### src/rtl/serial_four_bit_subtractor.sv
// rtl/serial_four_bit_subtractor.sv - bit-serial subtractor, D = A - B - BIN, LSB first
//
// Purpose: computes D = A - B - BIN (modulo 2^WIDTH) one bit per clock
//          through a single borrow flop. The final borrow comes out on BOUT.
// Ports:
//   clk   - clock, rising edge
//   rst   - asynchronous active-high reset
//   start - request, sampled only while idle
//   A, B  - minuend / subtrahend, captured when start is accepted
//   BIN   - borrow-in, captured when start is accepted
//   D     - difference, holds until the next operation completes
//   BOUT  - final borrow-out (1 when A < B + BIN, unsigned)
//   valid - one-cycle pulse when D/BOUT have just been updated
//   busy  - high while an operation is in flight (RUN or DONE)
module serial_four_bit_subtractor #(
  parameter int WIDTH = 4
) (
  input  logic             clk,
  input  logic             rst,
  input  logic             start,
  input  logic [WIDTH-1:0] A,
  input  logic [WIDTH-1:0] B,
  input  logic             BIN,
  output logic [WIDTH-1:0] D,
  output logic             BOUT,
  output logic             valid,
  output logic             busy
);

  localparam int CW = (WIDTH > 1) ? $clog2(WIDTH) : 1;
  localparam logic [CW-1:0] LAST_BIT = CW'(WIDTH - 1);

  typedef enum logic [1:0] {
    IDLE = 2'd0,
    RUN  = 2'd1,
    DONE = 2'd2
  } state_t;

  state_t           state_q, state_d;
  logic [WIDTH-1:0] a_q, a_d;
  logic [WIDTH-1:0] b_q, b_d;
  logic [WIDTH-1:0] res_q, res_d;
  logic             br_q, br_d;
  logic [CW-1:0]    cnt_q, cnt_d;
  logic [WIDTH-1:0] d_q, d_d;
  logic             bout_q, bout_d;
  logic             valid_q, valid_d;

  logic bit_a, bit_b, diff_bit;

  always_ff @(posedge clk or posedge rst) begin
    if (rst) begin
      state_q <= IDLE;
      a_q     <= '0;
      b_q     <= '0;
      res_q   <= '0;
      br_q    <= 1'b0;
      cnt_q   <= '0;
      d_q     <= '0;
      bout_q  <= 1'b0;
      valid_q <= 1'b0;
    end else begin
      state_q <= state_d;
      a_q     <= a_d;
      b_q     <= b_d;
      res_q   <= res_d;
      br_q    <= br_d;
      cnt_q   <= cnt_d;
      d_q     <= d_d;
      bout_q  <= bout_d;
      valid_q <= valid_d;
    end
  end

  always_comb begin
    state_d  = state_q;
    a_d      = a_q;
    b_d      = b_q;
    res_d    = res_q;
    br_d     = br_q;
    cnt_d    = cnt_q;
    d_d      = d_q;
    bout_d   = bout_q;
    valid_d  = 1'b0;
    bit_a    = a_q[0];
    bit_b    = b_q[0];
    diff_bit = bit_a ^ bit_b ^ br_q;

    case (state_q)
      IDLE: begin
        if (start) begin
          a_d     = A;
          b_d     = B;
          br_d    = BIN;
          cnt_d   = '0;
          state_d = RUN;
        end
      end
      RUN: begin
        // Borrow out of a full subtractor cell: a < b, or a == b with a borrow pending.
        br_d  = (~bit_a & bit_b) | (~(bit_a ^ bit_b) & br_q);
        // Result bits enter at the MSB end so that after WIDTH shifts
        // the first (LSB) result bit has reached bit 0.
        res_d = res_q >> 1;
        res_d[WIDTH-1] = diff_bit;
        a_d   = a_q >> 1;
        b_d   = b_q >> 1;
        cnt_d = cnt_q + CW'(1);
        if (cnt_q == LAST_BIT) begin
          state_d = DONE;
        end
      end
      DONE: begin
        // Outputs are registered on the edge leaving DONE, so valid, D and
        // BOUT all change together in the following cycle.
        valid_d = 1'b1;
        d_d     = res_q;
        bout_d  = br_q;
        state_d = IDLE;
      end
      default: begin
        state_d = IDLE;
      end
    endcase
  end

  assign D     = d_q;
  assign BOUT  = bout_q;
  assign valid = valid_q;
  assign busy  = (state_q != IDLE);

endmodule

### config.mk
export PLATFORM = sky130hd
export DESIGN_NAME = serial_four_bit_subtractor
export DESIGN_NICKNAME = d
export VERILOG_FILES = /design/src/rtl/serial_four_bit_subtractor.sv
export SDC_FILE = /design/constraint.sdc
export NUM_CORES = 1
export LEC_CHECK = 0
export CORE_ASPECT_RATIO = 0.75
export CORE_UTILIZATION = 50
export DETAILED_ROUTE_END_ITERATION = 16
export PLACE_DENSITY = 0.86
export SLEW_MARGIN = 15
export SYNTH_ARGS = -nofsm -noshare
export SYNTH_HDL_FRONTEND = slang
export SYNTH_SLANG_ARGS = --single-unit
### constraint.sdc
create_clock -name clk -period 4 [get_ports clk]
set_clock_uncertainty 0.1 [all_clocks]
set_input_delay 1.2 -clock clk [delete_from_list [all_inputs] [get_ports clk]]
set_output_delay 1.2 -clock clk [all_outputs]
set_load 0.03 [all_outputs]
==> results of run 1 <==
power by group through the flow:
stage | clock network, mW | registers (mW) | logic [mW]
after floorplan | 0 | 0.445 | 0.309
after global placement | 0 | 0.427 | 0.414
after detailed placement | 0 | 0.434 | 0.431
after CTS | 0.106 | 0.430 | 0.431
after global routing | 0.118 | 0.448 | 0.471
final | 0.104 | 0.430 | 0.424
cell families (layout without fill, tap and decap cells):
group	after synthesis	count (layout)
DFF	23	23
and+or+nand+nor	21	21
buffers and inverters	17	33
AOI/OAI and AO/OA	12	12
muxes	10	10
adders and majority gates	2	2
state kept, by name, summed over array words and instances, names as in the netlist:
name,cells
a_q,4
cnt_q,2
br_q,1
valid,1
state_q,2
res_q,4
b_q,4
D,4
BOUT,1
synthesized netlist by cell type (all sizes together):
library cell and instances:
a22o 1, dfrtp 23, buf 5, nor2 5
nor2b 5, a221oi 4, nor4b 4, fa 1
clkbuf 1, nand4bb 2, o311ai 2, mux2 10
o21bai 1, a222oi 3, and2 1, inv 11
nand2b 2, a21oi 1, ha 1, nand2 2
final cells by class:
type,count,area [µm²],share of cell area
Tap cell,24,30.03,0.02407
Inverter,11,41.29,0.03310
Timing Repair Buffer,18,180.2,0.1444
Sequential cell,23,575.6,0.4614
Clock buffer,4,26.28,0.02106
Multi-Input combinational cell,45,394.1,0.3159
per-layer routing:
layer  vias up  GRT usage
li1        330          -
met3         0    0.08059
met5         -          0
met4         0    0.03000
met1       319     0.3034
met2        21     0.2602
critical path, stage by stage, from the launching register on:
cell and delay (ns):
dfrtp_1 0.68, nor2_1 0.19, inv_1 0.09, clkdlybuf4s50_1 0.66
worst max path at each step:
stage	endpoint	cells after the start	startpoint
after detailed placement	busy	3	state_q[1]$_DFFE_PP0P_
after global routing	busy	3	state_q[1]$_DFFE_PP0P_
after global placement	busy	3	state_q[1]$_DFFE_PP0P_
final	busy	3	state_q[1]$_DFFE_PP0P_
after CTS	busy	3	state_q[1]$_DFFE_PP0P_
after floorplan	busy	3	state_q[0]$_DFFE_PP0P_
==> flow_summary.yaml, run 1 <==
status:
  outcome: "finished, final reports clean"
detailed_routing:
  routed_wl_mm: 1.792
  top_layer_used: "met3"
  vias_per_cell: 5.360
  detail-route-antenna-nets: 0
  met2_length_um: 793
  vias: 670
  drt_pre_antenna_iters: 5
  drt-initial-drc-count: 24
  wl_met1_um: 871
  routedWlPerCell_um: 14.34
  drc: 0
  met3WireLength_um: 127
final_layout:
  layout_common_cells: "dfrtp_1, clkdlybuf4s50_1, inv_1"
  drive_gt1_frac: 0.1485
  area.growth.synth_to_final_pct: 17.99
  final_common_cell: "dfrtp_1"
  instances_no_fill: 125
  nets: 116
  antenna_cells: 0
  fillerInstances: 153
  finalInstanceArea_um2: 1247
  post-route-util: 0.6247
global_routing:
  overflow: 0
  grt_max_degree: 24
  grt_pass1_wl_mm: 3.146
  grt_pass1_vias: 655
  grt_util_all_layers: 0.1954
  antenna_found_initial: 0
yosys:
  synthXorXnorAreaFrac: 0
  synth-adder-area-share: 0.03077
  synth_cell_types: 23
  avgSynthCellArea_um2: 12.44
  synth_area_leader_cell: "dfrtp_1"
  synth-compound-area-share: 0.1018
  ys_seq_area_frac: 0.5444
  synth_top_cells_by_area: "dfrtp_1, mux2_2, inv_1"
  netlist.area_leader.share: 0.5444
  synth_mux_area_frac: 0.1065
  netlist_area_um2: 1057
  syn_inst: 85
  syn_nets: 99
  ys_seq_elements: 23
  yosysWarnings: 0
  synth-simple-area-share: 0.1337
  synth_top_family_by_area: "simple AND/OR/NAND/NOR gates"
floorplan:
  die_x_um: 55.10
  die_h_um: 41.83
  num_io_pins: 19
  start_util: 0.5294
  core-area_um2: 1997
  row_count: 14
  die-area_um2: 2304
clock_tree:
  post-cts-setup-buffers: 0
  cts.sinks: 23
  hold_buffers: 0
  cts_buffer_depth: 2
  clkLatencyLatePin_ns: 0.30
  cts_resized: 0
  cts_tree: "yes"
  clk_pin_slew_ns: 0.12
  numCtsBuffers: 3
  cts_root_buf: "clkbuf_4"
  htreeDepth: 1
sta:
  fmax_mhz: 309.5
  slew_violations: 0
  slew_headroom: 0.4457
  hold_viol: 0
  fin_setup_tns_ns: 0
  rsz0062_at_grt: "false"
  setup_viol: 0
  layout_setup_ws_ns: 0.7690
  tightestPinTransition_ns: 0.8305
  hold_slack_ns: 0.4186
  final.min_clock_period_ns: 3.231
  period_share: 0.8077
worst_setup_path:
  path_class: "reg -> out"
  reg2regPathDepth: 2
  regToRegSetupSlack_ns: 2.24
  arrival_ns: 1.93
  cp_max_fo: 17
  rr_endpoint: "D[3]$_DFFE_PP0P_"
  r2r-start: "state_q[1]$_DFFE_PP0P_"
  crit_path_end_kind: "output pin"
  required_ns: 2.70
  cp-start-kind: "flip-flop"
power_and_ir_drop:
  pwr-share-clk: 0.108
  leakagePower_nw: 0.5310
  power_density_nw_per_um2: 768.0
  p_int_mw: 0.6027
  netSwitchingFraction: 0.3709
  power_frac_comb: 0.443
  vdd_ir_drop_max_v: 0.0005509
  total_power_mw: 0.9580
  switchingPower_mw: 0.3553
  pwr-share-seq: 0.449
placed_design:
  dp_hpwl_mm: 1.296
  placed_cell_area_um2: 1221
  place.gp.congestion: 0.8357
  dp.cells: 121
  port_buffers: 18
  preCtsSetupSlack_ns: 1.144
worst_hold_path:
  whs_path_depth: 1
  hp-class: "reg -> reg"
  worstHoldStart: "res_q[0]$_DFFE_PP0N_"
  whs_endpoint: "res_q[0]$_DFFE_PP0N_"
flow_run:
  cap_violations: 0
Note: power is estimated with default switching activity, not from simulation.
==> inputs of run 2 (changes only) <==
clock period = 3 ns   (was 4 ns; I/O delays follow)
==> flow_summary.yaml, run 2 (same netlist as run 1, synthesis figures left out) <==
floorplan:
  die_x_um: 55.10
  row_count: 14
  die-area_um2: 2304
  num_io_pins: 19
  core-area_um2: 1997
  die_h_um: 41.83
  start_util: 0.5294
sta:
  tightestPinTransition_ns: 0.5378
  fmax_mhz: 372.6
  layout_setup_ws_ns: 0.3158
  rsz0062_at_grt: "false"
  fin_setup_tns_ns: 0
  setup_viol: 0
  final.min_clock_period_ns: 2.684
  slew_violations: 0
  slew_headroom: 0.6407
  period_share: 0.8947
  hold_viol: 0
worst_setup_path:
  crit_path_end_kind: "output pin"
  cp_max_fo: 4
  max_stage_delay_ns: 0.60
  required_ns: 2.00
  crit_slowest_cell: "clkdlybuf4s50_1"
  path_class: "reg -> out"
  arrival_ns: 1.68
  crit_family: "buffers and inverters"
  crit_buf_inv: 2
  crit_chain: "nor2_1, inv_1, clkdlybuf4s50_1"
  cp-start-kind: "flip-flop"
placed_design:
  dp_hpwl_mm: 1.419
  port_buffers: 18
  place.gp.congestion: 0.8629
  preCtsSetupSlack_ns: 0.5614
final_layout:
  drive_gt1_frac: 0.1731
  antenna_cells: 0
  final_common_cell: "dfrtp_1"
  nets: 119
  area.growth.synth_to_final_pct: 20.12
  multiInputGateArea_um2: 394.1
  final-seq-area_um2: 575.6
  fillerInstances: 165
  layout_common_cells: "dfrtp_1, clkdlybuf4s50_1, inv_1"
power_and_ir_drop:
  leakagePower_nw: 0.5459
  power_density_nw_per_um2: 1036
  vdd_ir_drop_max_v: 0.0007178
flow_run:
  cap_violations: 0
detailed_routing:
  vias: 732
  met3WireLength_um: 166
  drt-initial-drc-count: 23
  top_layer_used: "met4"
  routed_wl_mm: 1.968
  met2_length_um: 910
  vias_per_cell: 5.719
  routedWlPerCell_um: 15.38
  drt_pre_antenna_iters: 4
  drc: 0
  detail-route-antenna-nets: 0
  wl_met1_um: 850
worst_hold_path:
  hp-class: "reg -> reg"
clock_tree:
  clk_pin_slew_ns: 0.12
  cts_tree: "yes"
  clkLatencyLatePin_ns: 0.31
  cts.sinks: 23
  hold_buffers: 0
  post-cts-setup-buffers: 0
  numCtsBuffers: 3
  cts_buffer_depth: 2
  htreeDepth: 1
  cts_root_buf: "clkbuf_4"
  cts_resized: 0
global_routing:
  grt_pass1_vias: 722
  grt_util_all_layers: 0.2089
  grt_max_degree: 24
  antenna_found_initial: 0
  grt_pass1_wl_mm: 3.263
  overflow: 0
status:
  outcome: "finished, final reports clean"
==> run 2: cell count changes in the layout (fill, tap and decap cells not counted), sizes merged <==
cell	change
buf	+3
==> run 2: area by class of cell <==
type | instances | area share
timing repair buffer | 21 | 0.1596
multi-input combinational | 45 | 0.3103
clock buffer | 4 | 0.02069
sequential | 23 | 0.4532
tap | 24 | 0.02365
inverter | 11 | 0.03251
==> run 2: power by group <==
part / internal, mW / switching [mW] / total, mW / leakage, nW
sequential: 0.456 / 0.0803 / 0.536 / 0.271
clock: 0.0519 / 0.0890 / 0.141 / 0.0150
combinational: 0.310 / 0.328 / 0.639 / 0.260
==> run 2: metrics by stage <==
stage | power (mW) | area [µm²] | utilization | hold slack [ns] | std cells
6_report | 1.316 | 1270 | 0.6360 | 0.4171 | 128
3_3_place_gp | 1.137 | 1244 | 0.6228 | 0.3848 | 124
5_1_grt | 1.408 | 1270 | 0.6360 | 0.4313 | 128
2_1_floorplan | 1.005 | 1057 | - | 0.3687 | 85
4_1_cts | 1.317 | 1270 | 0.6360 | 0.4229 | 128
3_5_place_dp | 1.177 | 1244 | 0.6228 | 0.3956 | 124
==> run 2: per-layer routing <==
metal,up-vias,GRT usage
li1,337,-
met1,352,0.2727
met2,37,0.3036
met3,6,0.08059
met4,0,0.09500
met5,-,0
==> run 2: worst paths after layout <==
kind,start,endpoint,slack (ns),depth (start not counted)
worst min register to register,D[2]$_DFFE_PP0P_,D[2]$_DFFE_PP0P_,0.42,1
worst max register to register,state_q[1]$_DFFE_PP0P_,D[0]$_DFFE_PP0P_,1.32,3
worst min-delay path,D[2]$_DFFE_PP0P_,D[2]$_DFFE_PP0P_,0.42,1
min in group asynchronous,rst,cnt_q[1]$_DFFE_PP0P_,0.80,3
worst max-delay path,state_q[1]$_DFFE_PP0P_,busy,0.32,3
max in group asynchronous,rst,b_q[0]$_DFFE_PP0P_,1.78,3
==> inputs of run 3 (changes only) <==
ABC_AREA = 1   (was default)
==> flow_summary.yaml, run 3 <==
detailed_routing:
  vias: 819
  detail-route-antenna-nets: 0
  routedWlPerCell_um: 11.03
  vias_per_cell: 4.904
  drt_pre_antenna_iters: 4
  routed_wl_mm: 1.842
  drc: 0
  drt-initial-drc-count: 16
clock_tree:
  post-cts-setup-buffers: 0
  cts_resized: 0
  hold_buffers: 0
  cts.sinks: 23
  clk_pin_slew_ns: 0.12
  htreeDepth: 1
  numCtsBuffers: 3
  clkLatencyLatePin_ns: 0.31
  cts_buffer_depth: 2
  cts_root_buf: "clkbuf_4"
  cts_tree: "yes"
sta:
  rsz0062_at_grt: "false"
  final.min_clock_period_ns: 2.670
  slew_violations: 0
  tightestPinTransition_ns: 0.3098
  fin_setup_tns_ns: 0
  slew_headroom: 0.7927
  fmax_mhz: 374.5
  setup_viol: 0
  hold_viol: 0
  period_share: 0.8901
floorplan:
  die-area_um2: 2291
  die_x_um: 54.94
  core-area_um2: 1854
  die_h_um: 41.71
  start_util: 0.5668
  row_count: 13
  num_io_pins: 19
worst_setup_path:
  cp_max_fo: 12
  required_ns: 2.00
  reg2regPathDepth: 6
  path_class: "reg -> out"
  crit_slowest_cell: "clkdlybuf4s50_1"
  crit_path_end_kind: "output pin"
  arrival_ns: 1.67
  r2r-start: "state_q[0]$_DFFE_PP0P_"
  regToRegSetupSlack_ns: 1.56
  rr_endpoint: "b_q[1]$_DFFE_PP0P_"
  cp-start-kind: "flip-flop"
  crit_buf_inv: 3
  max_stage_delay_ns: 0.58
  crit_family: "buffers and inverters"
  crit_chain: "buf_4, nor2_1, inv_1, clkdlybuf4s50_1"
yosys:
  avgSynthCellArea_um2: 8.476
  synth_top_cells_by_area: "dfrtp_1, nand2_1, inv_1"
  yosysWarnings: 0
  ys.flop_type: "dfrtp_1"
  syn_inst: 124
  yosys.cell_count.top_type: "nand2_1"
  ys_seq_area_frac: 0.5476
  synthArstFlopShare: 1.000
  syn_nets: 138
  synth_cell_types: 17
  netlist_area_um2: 1051
  synth_edf_count: 0
  netlist.area_leader.share: 0.5476
  synth_common_cells: "nand2_1, dfrtp_1, inv_1"
  ys_seq_elements: 23
  synth_area_leader_cell: "dfrtp_1"
final_layout:
  fillerInstances: 165
  nets: 160
  drive_gt1_frac: 0.08966
  post-route-util: 0.6883
  instances_no_fill: 167
  finalInstanceArea_um2: 1276
  area.growth.synth_to_final_pct: 21.43
  layout_common_cells: "nand2_1, dfrtp_1, inv_1"
  antenna_cells: 0
  final_common_cell: "nand2_1"
global_routing:
  grtUsageMet1: 0.2663
  overflow: 0
  grt_pass1_vias: 710
  busiest_layer: "met2"
  grtUsageMet3: 0.06960
  grt_util_all_layers: 0.1937
  grt_max_degree: 24
  antenna_found_initial: 0
  grt_pass1_wl_mm: 3.105
  grtUsageMet2: 0.2795
worst_hold_path:
  whs_endpoint: "D[0]$_DFFE_PP0P_"
  whs_path_depth: 2
  hp-class: "reg -> reg"
  worstHoldStart: "res_q[0]$_DFFE_PP0N_"
placed_design:
  placed_cell_area_um2: 1250
  port_buffers: 18
  place.gp.congestion: 0.7996
  dp_hpwl_mm: 1.326
  dp.cells: 163
power_and_ir_drop:
  power_density_nw_per_um2: 1007
  leakagePower_nw: 0.6847
  vdd_ir_drop_max_v: 0.0006344
flow_run:
  cap_violations: 0
status:
  outcome: "finished, final reports clean"
[run 3: kinds of logic after synthesis]
logic type,count (synthesis),synth area share
and+or+nand+nor,60,0.2381
adders and majority gates,2,0.03095
buffers and inverters,27,0.1083
DFF,23,0.5476
AOI/OAI and AO/OA,12,0.07500
[run 3: through the flow]
stage	hold slack (ns)	total power [mW]	setup slack [ns]
after floorplan	0.3422	0.9804	1.131
after global placement	0.3528	1.124	0.6982
after detailed placement	0.3536	1.151	0.6784
after CTS	0.3844	1.295	0.3123
after global routing	0.4023	1.398	0.2426
final	0.3822	1.285	0.3297
[run 3: worst min-delay path, stage by stage, from the launching register on]
cell     delay [ns]
dfrtp_1        0.36
nand2_1        0.05
nand2_1        0.04
[run 3: area by class of cell]
type	instances	area, µm²	share of cell area
inverters	24	90.09	0.07059
well taps	22	27.53	0.02157
flip-flops and latches	23	575.6	0.4510
multi-input cells	74	361.6	0.2833
clock buffers	4	26.28	0.02059
repair buffers	20	195.2	0.1529
[run 3: worst max path at each step]
stage	start	endpoint	slack [ns]	depth (start not counted)
final	state_q[0]$_DFFE_PP0P_	busy	0.33	4
after global routing	state_q[0]$_DFFE_PP0P_	busy	0.24	4
after CTS	state_q[0]$_DFFE_PP0P_	busy	0.31	4
after detailed placement	state_q[0]$_DFFE_PP0P_	busy	0.68	4
after global placement	state_q[0]$_DFFE_PP0P_	busy	0.70	4
after floorplan	state_q[0]$_DFFE_PP0P_	busy	1.13	3
[run 3: report_power, final]
part	switching, mW	internal [mW]	leakage [nW]
Combinational	0.384	0.238	0.380
Clock	0.0922	0.0520	0.0150
Sequential	0.0747	0.444	0.290
[run 3: routing by layer]
metal  vias to the layer above  wire length, µm
li1                        412                -
met1                       383              914
met3                         4              108
met2                        20              800
met5                         -                0
met4                         0               20
